**config.mk**
```make
export PLATFORM = sky130hd
export DESIGN_NAME = led_pattern_seq
export DESIGN_NICKNAME = d
export VERILOG_FILES = /design/src/rtl/led_pattern_seq.sv
export SDC_FILE = /design/constraint.sdc
export NUM_CORES = 1
export LEC_CHECK = 0
export CORE_ASPECT_RATIO = 1.2
export CORE_MARGIN = 2
export CORE_UTILIZATION = 30
export CTS_CLUSTER_SIZE = 10
export DETAILED_ROUTE_END_ITERATION = 7
export SLEW_MARGIN = 10
export SYNTH_ARGS = -nofsm -noshare
export SYNTH_HDL_FRONTEND = slang
export SYNTH_SLANG_ARGS = --single-unit
```
**constraint.sdc**
```tcl
create_clock -name clk -period 2.9 [get_ports clk]
set_input_delay 0.725 -clock clk [delete_from_list [all_inputs] [get_ports clk]]
set_output_delay 0.725 -clock clk [all_outputs]
set_load 0.03 [all_outputs]
```
**src/rtl/led_pattern_seq.sv**
```systemverilog
// led_pattern_seq: tick-stepped LED pattern engine (blink, bouncing scan, binary count, PWM breathe).
module led_pattern_seq #(
    parameter int N_LEDS   = 8,
    parameter int PWM_BITS = 4
) (
    input  logic              clk,
    input  logic              rst_n,
    input  logic              en,
    input  logic              tick,
    input  logic [1:0]        mode,
    output logic [N_LEDS-1:0] led,
    output logic              wrap,
    output logic [1:0]        cur_mode
);
    localparam int POS_W = (N_LEDS > 1) ? $clog2(N_LEDS) : 1;
    localparam logic [POS_W-1:0]    POS_MAX  = POS_W'(N_LEDS - 1);
    localparam logic [PWM_BITS-1:0] DUTY_MAX = '1;
    typedef enum logic [1:0] {M_BLINK, M_SCAN, M_COUNT, M_BREATHE} mode_e;
    mode_e               mode_q, mode_d;
    logic                blink_q, blink_d;
    logic [POS_W-1:0]    pos_q, pos_d;
    logic                dir_q, dir_d;
    logic [N_LEDS-1:0]   cnt_q, cnt_d;
    logic [PWM_BITS-1:0] duty_q, duty_d;
    logic                bdir_q, bdir_d;
    logic [PWM_BITS-1:0] pwm_cnt_q, pwm_cnt_d;
    logic [N_LEDS-1:0]   led_q, led_d;
    logic                wrap_q, wrap_d;
    always_comb begin
        mode_d    = mode_q;
        blink_d   = blink_q;
        pos_d     = pos_q;
        dir_d     = dir_q;
        cnt_d     = cnt_q;
        duty_d    = duty_q;
        bdir_d    = bdir_q;
        pwm_cnt_d = pwm_cnt_q;
        led_d     = '0;
        wrap_d    = 1'b0;
        if (en) begin
            pwm_cnt_d = pwm_cnt_q + 1'b1;
            if (tick && mode_e'(mode) != mode_q) begin
                // a mode switch only loads step 0 of the new pattern; no advance on this tick
                mode_d = mode_e'(mode);
                case (mode_e'(mode))
                    M_BLINK: blink_d = 1'b0;
                    M_SCAN: begin
                        pos_d = '0;
                        dir_d = 1'b0;
                    end
                    M_COUNT: cnt_d = '0;
                    default: begin
                        duty_d = '0;
                        bdir_d = 1'b0;
                    end
                endcase
            end else if (tick) begin
                case (mode_q)
                    M_BLINK: begin
                        blink_d = ~blink_q;
                        wrap_d  = blink_q;
                    end
                    M_SCAN: begin
                        pos_d  = (!dir_q && pos_q != POS_MAX) ? pos_q + 1'b1 : pos_q - 1'b1;
                        dir_d  = dir_q ? (pos_q != POS_W'(1)) : (pos_q == POS_MAX);
                        wrap_d = dir_q && pos_q == POS_W'(1);
                    end
                    M_COUNT: begin
                        cnt_d  = cnt_q + 1'b1;
                        wrap_d = &cnt_q;
                    end
                    default: begin
                        duty_d = (!bdir_q && duty_q != DUTY_MAX) ? duty_q + 1'b1 : duty_q - 1'b1;
                        bdir_d = bdir_q ? (duty_q != PWM_BITS'(1)) : (duty_q == DUTY_MAX);
                        wrap_d = bdir_q && duty_q == PWM_BITS'(1);
                    end
                endcase
            end
            // led always derives from the (next) pattern state, so it holds between ticks and recovers after en
            case (mode_d)
                M_BLINK:   led_d = {N_LEDS{blink_d}};
                M_SCAN:    led_d = N_LEDS'(1) << pos_d;
                M_COUNT:   led_d = cnt_d;
                default:   led_d = {N_LEDS{pwm_cnt_q < duty_d}};
            endcase
        end
    end
    always_ff @(posedge clk or negedge rst_n) begin
        if (!rst_n) begin
            mode_q    <= M_BLINK;
            blink_q   <= 1'b0;
            pos_q     <= '0;
            dir_q     <= 1'b0;
            cnt_q     <= '0;
            duty_q    <= '0;
            bdir_q    <= 1'b0;
            pwm_cnt_q <= '0;
            led_q     <= '0;
            wrap_q    <= 1'b0;
        end else begin
            mode_q    <= mode_d;
            blink_q   <= blink_d;
            pos_q     <= pos_d;
            dir_q     <= dir_d;
            cnt_q     <= cnt_d;
            duty_q    <= duty_d;
            bdir_q    <= bdir_d;
            pwm_cnt_q <= pwm_cnt_d;
            led_q     <= led_d;
            wrap_q    <= wrap_d;
        end
    end
    assign led      = led_q;
    assign wrap     = wrap_q;
    assign cur_mode = mode_q;
endmodule

```
==> results.json <==
{
  "violations": "DRC",
  "gp_congestion": 0.8669,
  "yosys.area.top_type": "dfrtp_1",
  "fin_util": 0.3608,
  "setup_violations": 0,
  "row_count": 35,
  "power_density_nw_per_um2": 555.5,
  "track_usage": 0.1449,
  "cp_data_required_time_ns": 3.09,
  "ir_worst_vdd_mv": 0.1852,
  "crit_path_end_kind": "flop",
  "worstSetupPathType": "input pin to flop",
  "grt_pass1_vias": 2103,
  "diodes": 0,
  "cts_tree": "done",
  "ys_seq_area_frac": 0.3432,
  "clock-sinks": 33,
  "rsz0062_at_grt": "no",
  "h-tree-depth": 2,
  "cp.arrival_ns": 2.94,
  "dp_hpwl_um": 4391,
  "relSlewSlack": 0.6682,
  "initial_utilization": 0.3104,
  "tightest_slew_ns": 0.4977,
  "synth_area_per_cell_um2": 8.718,
  "syn_nets": 295,
  "clk_pin_slew_ns": 0.07,
  "layout_setup_ws_ns": 0.1486,
  "worst_clock_skew_ns": 0.01013,
  "leakage_nw": 1.148,
  "drive_gt1_frac": 0.1279,
  "ys_top_cells_by_area": "dfrtp_1, ha_1, o21ai_0, nand2_1, a21oi_1",
  "totalWireLength_um": 6059,
  "grt_max_degree": 34,
  "antenna_found_initial": 0,
  "wl_per_cell_um": 15.58,
  "period_needed_ns": 2.751,
  "final_cell_mix": "dfrtp_1, nand2_1, o21ai_0",
  "finalMaxSlewViolations": 0,
  "postCtsSetupRepairBufs": 0,
  "drc": 2,
  "hold_viol": 0,
  "firstDrtPassIters": 7,
  "vias": 2144,
  "maxCapViolCount": 0,
  "clk_latency_ns": 0.29,
  "synth_top_area_frac": 0.3432,
  "status": "finished, violations left",
  "clock.fmax_mhz": 363.5,
  "die_h_um": 102.1,
  "ant_nets": 0,
  "io_pins": 17,
  "ys_warn_count": 0,
  "ys_types": 64,
  "syn_area_um2": 2406,
  "setup.worst_path.start_class": "input pin",
  "cts_buffers": 5,
  "cts_root_buffer": "clkbuf_8",
  "synthCells": 276,
  "placeableCoreArea_um2": 7751,
  "dpl_cell_area_um2": 2690,
  "final_common_cell": "dfrtp_1",
  "fp.dieArea_um2": 8755,
  "r2r_setup_slack_ns": 0.20,
  "overflow": 0,
  "report.power.total_mw": 1.554,
  "place.port_buffers": 16,
  "fin_hold_ws_ns": 0.5097,
  "vias_per_cell": 5.512,
  "synthArstFlopShare": 1.000,
  "die_w_um": 85.75,
  "drt-initial-drc-count": 158,
  "finalInstanceArea_um2": 2796,
  "hp-class": "flop to flop",
  "syn2layout_area_growth_pct": 16.22,
  "fin_crit_sh": 0.9487,
  "grt_pass1_wl_um": 10090,
  "path_max_fanout": 8,
  "fin_nets": 316,
  "cts.path.max_buffers": 2,
  "synth-seq-cells": 33,
  "place_ws_ns": -0.1832,
  "yosys_most_used_dff": "dfrtp_1",
  "synth_edf_count": 0
}
[metrics by stage]
step	instances	TNS [ns]
2_1_floorplan	276	0
5_1_grt	389	0
3_3_place_gp	382	-0.7683
6_report	389	0
4_1_cts	389	0
3_5_place_dp	382	-1.158
[logic make-up (layout without fill, tap and decap cells)]
kind of cell,Yosys count,in the layout,synth area share
AND/OR/NAND/NOR,114,114,0.2626
XOR/XNOR,7,7,0.02548
AO/OA/AOI/OAI,83,83,0.2392
adder cells (fa/ha/maj),13,13,0.06760
multiplexers,3,3,0.01404
buffers and inverters,23,44,0.04784
flip-flops,33,33,0.3432
[routing by layer]
layer | vias up | share of wire | track usage
met3 | 16 | 0.036 | 0.02504
met4 | 0 | 0.029 | 0.06349
met1 | 1021 | 0.43 | 0.1713
met5 | - | 0 | 0
li1 | 1059 | - | -
met2 | 48 | 0.50 | 0.2578
[registers in the layout (all words and copies together) (netlist names), 2 cells and up]
register	cells
cnt_q	8
cur_mode	2
duty_q	4
led	8
pos_q	3
pwm_cnt_q	4
[cells in the mapped netlist (3+ instances only)]
library cell and number:
nor2_1 22, clkbuf_1 5, o31ai_1 3, o21ai_0 25
nand4_1 5, a21oi_1 18, xnor2_1 4, ha_1 13
nand2_1 27, buf_2 5, inv_1 8, nand3_1 11
a21o_1 5, and2_1 4, nand2b_1 8, nor4_1 4
nor3_1 5, o211ai_1 3, a31oi_1 6, dfrtp_1 33
xor2_1 3, mux2_2 3
[timing repair]
action,CTS,global route
hold buffers,0,0
gates resized for setup,0,3
setup endpoints to repair,0,2
[path summary, 6_finish.rpt]
kind	start	endpoint	depth (start not counted)
setup / recovery	mode[1]	led[0]$_DFF_PN0_	10
hold / removal	pwm_cnt_q[3]$_DFFE_PN0P_	pwm_cnt_q[3]$_DFFE_PN0P_	1
setup reg to reg	duty_q[1]$_DFFE_PN0P_	led[0]$_DFF_PN0_	10
hold reg to reg	pwm_cnt_q[3]$_DFFE_PN0P_	pwm_cnt_q[3]$_DFFE_PN0P_	1
max in group asynchronous	rst_n	cnt_q[6]$_DFFE_PN0P_	2
min in group asynchronous	rst_n	wrap$_DFF_PN0_	2
[cell type report]
| cell class | count | area (um2) |
|---|---|---|
| multi-input combinational | 220 | 1485 |
| timing repair buffer | 28 | 250.2 |
| tap | 92 | 115.1 |
| inverter | 9 | 33.78 |
| clock buffer | 7 | 86.33 |
| fill | 783 | 4955 |
| sequential | 33 | 825.8 |
[report_power, final]
group	internal (mW)	switching (mW)	leakage (nW)	total (mW)
combinational	0.246	0.309	0.677	0.555
clock	0.188	0.171	0.0443	0.360
sequential	0.540	0.0987	0.427	0.639
total	0.975	0.579	1.15	1.55
[worst max-delay path: stages]
cell	delay, ns
clkdlybuf4s50_1	0.49
nand3_2	0.12
buf_4	0.18
nor4_1	0.22
a21oi_1	0.10
ha_1	0.21
a211o_1	0.32
o211ai_1	0.26
o21ai_4	0.14
a31oi_1	0.18
(Power assumes the default switching activity.)
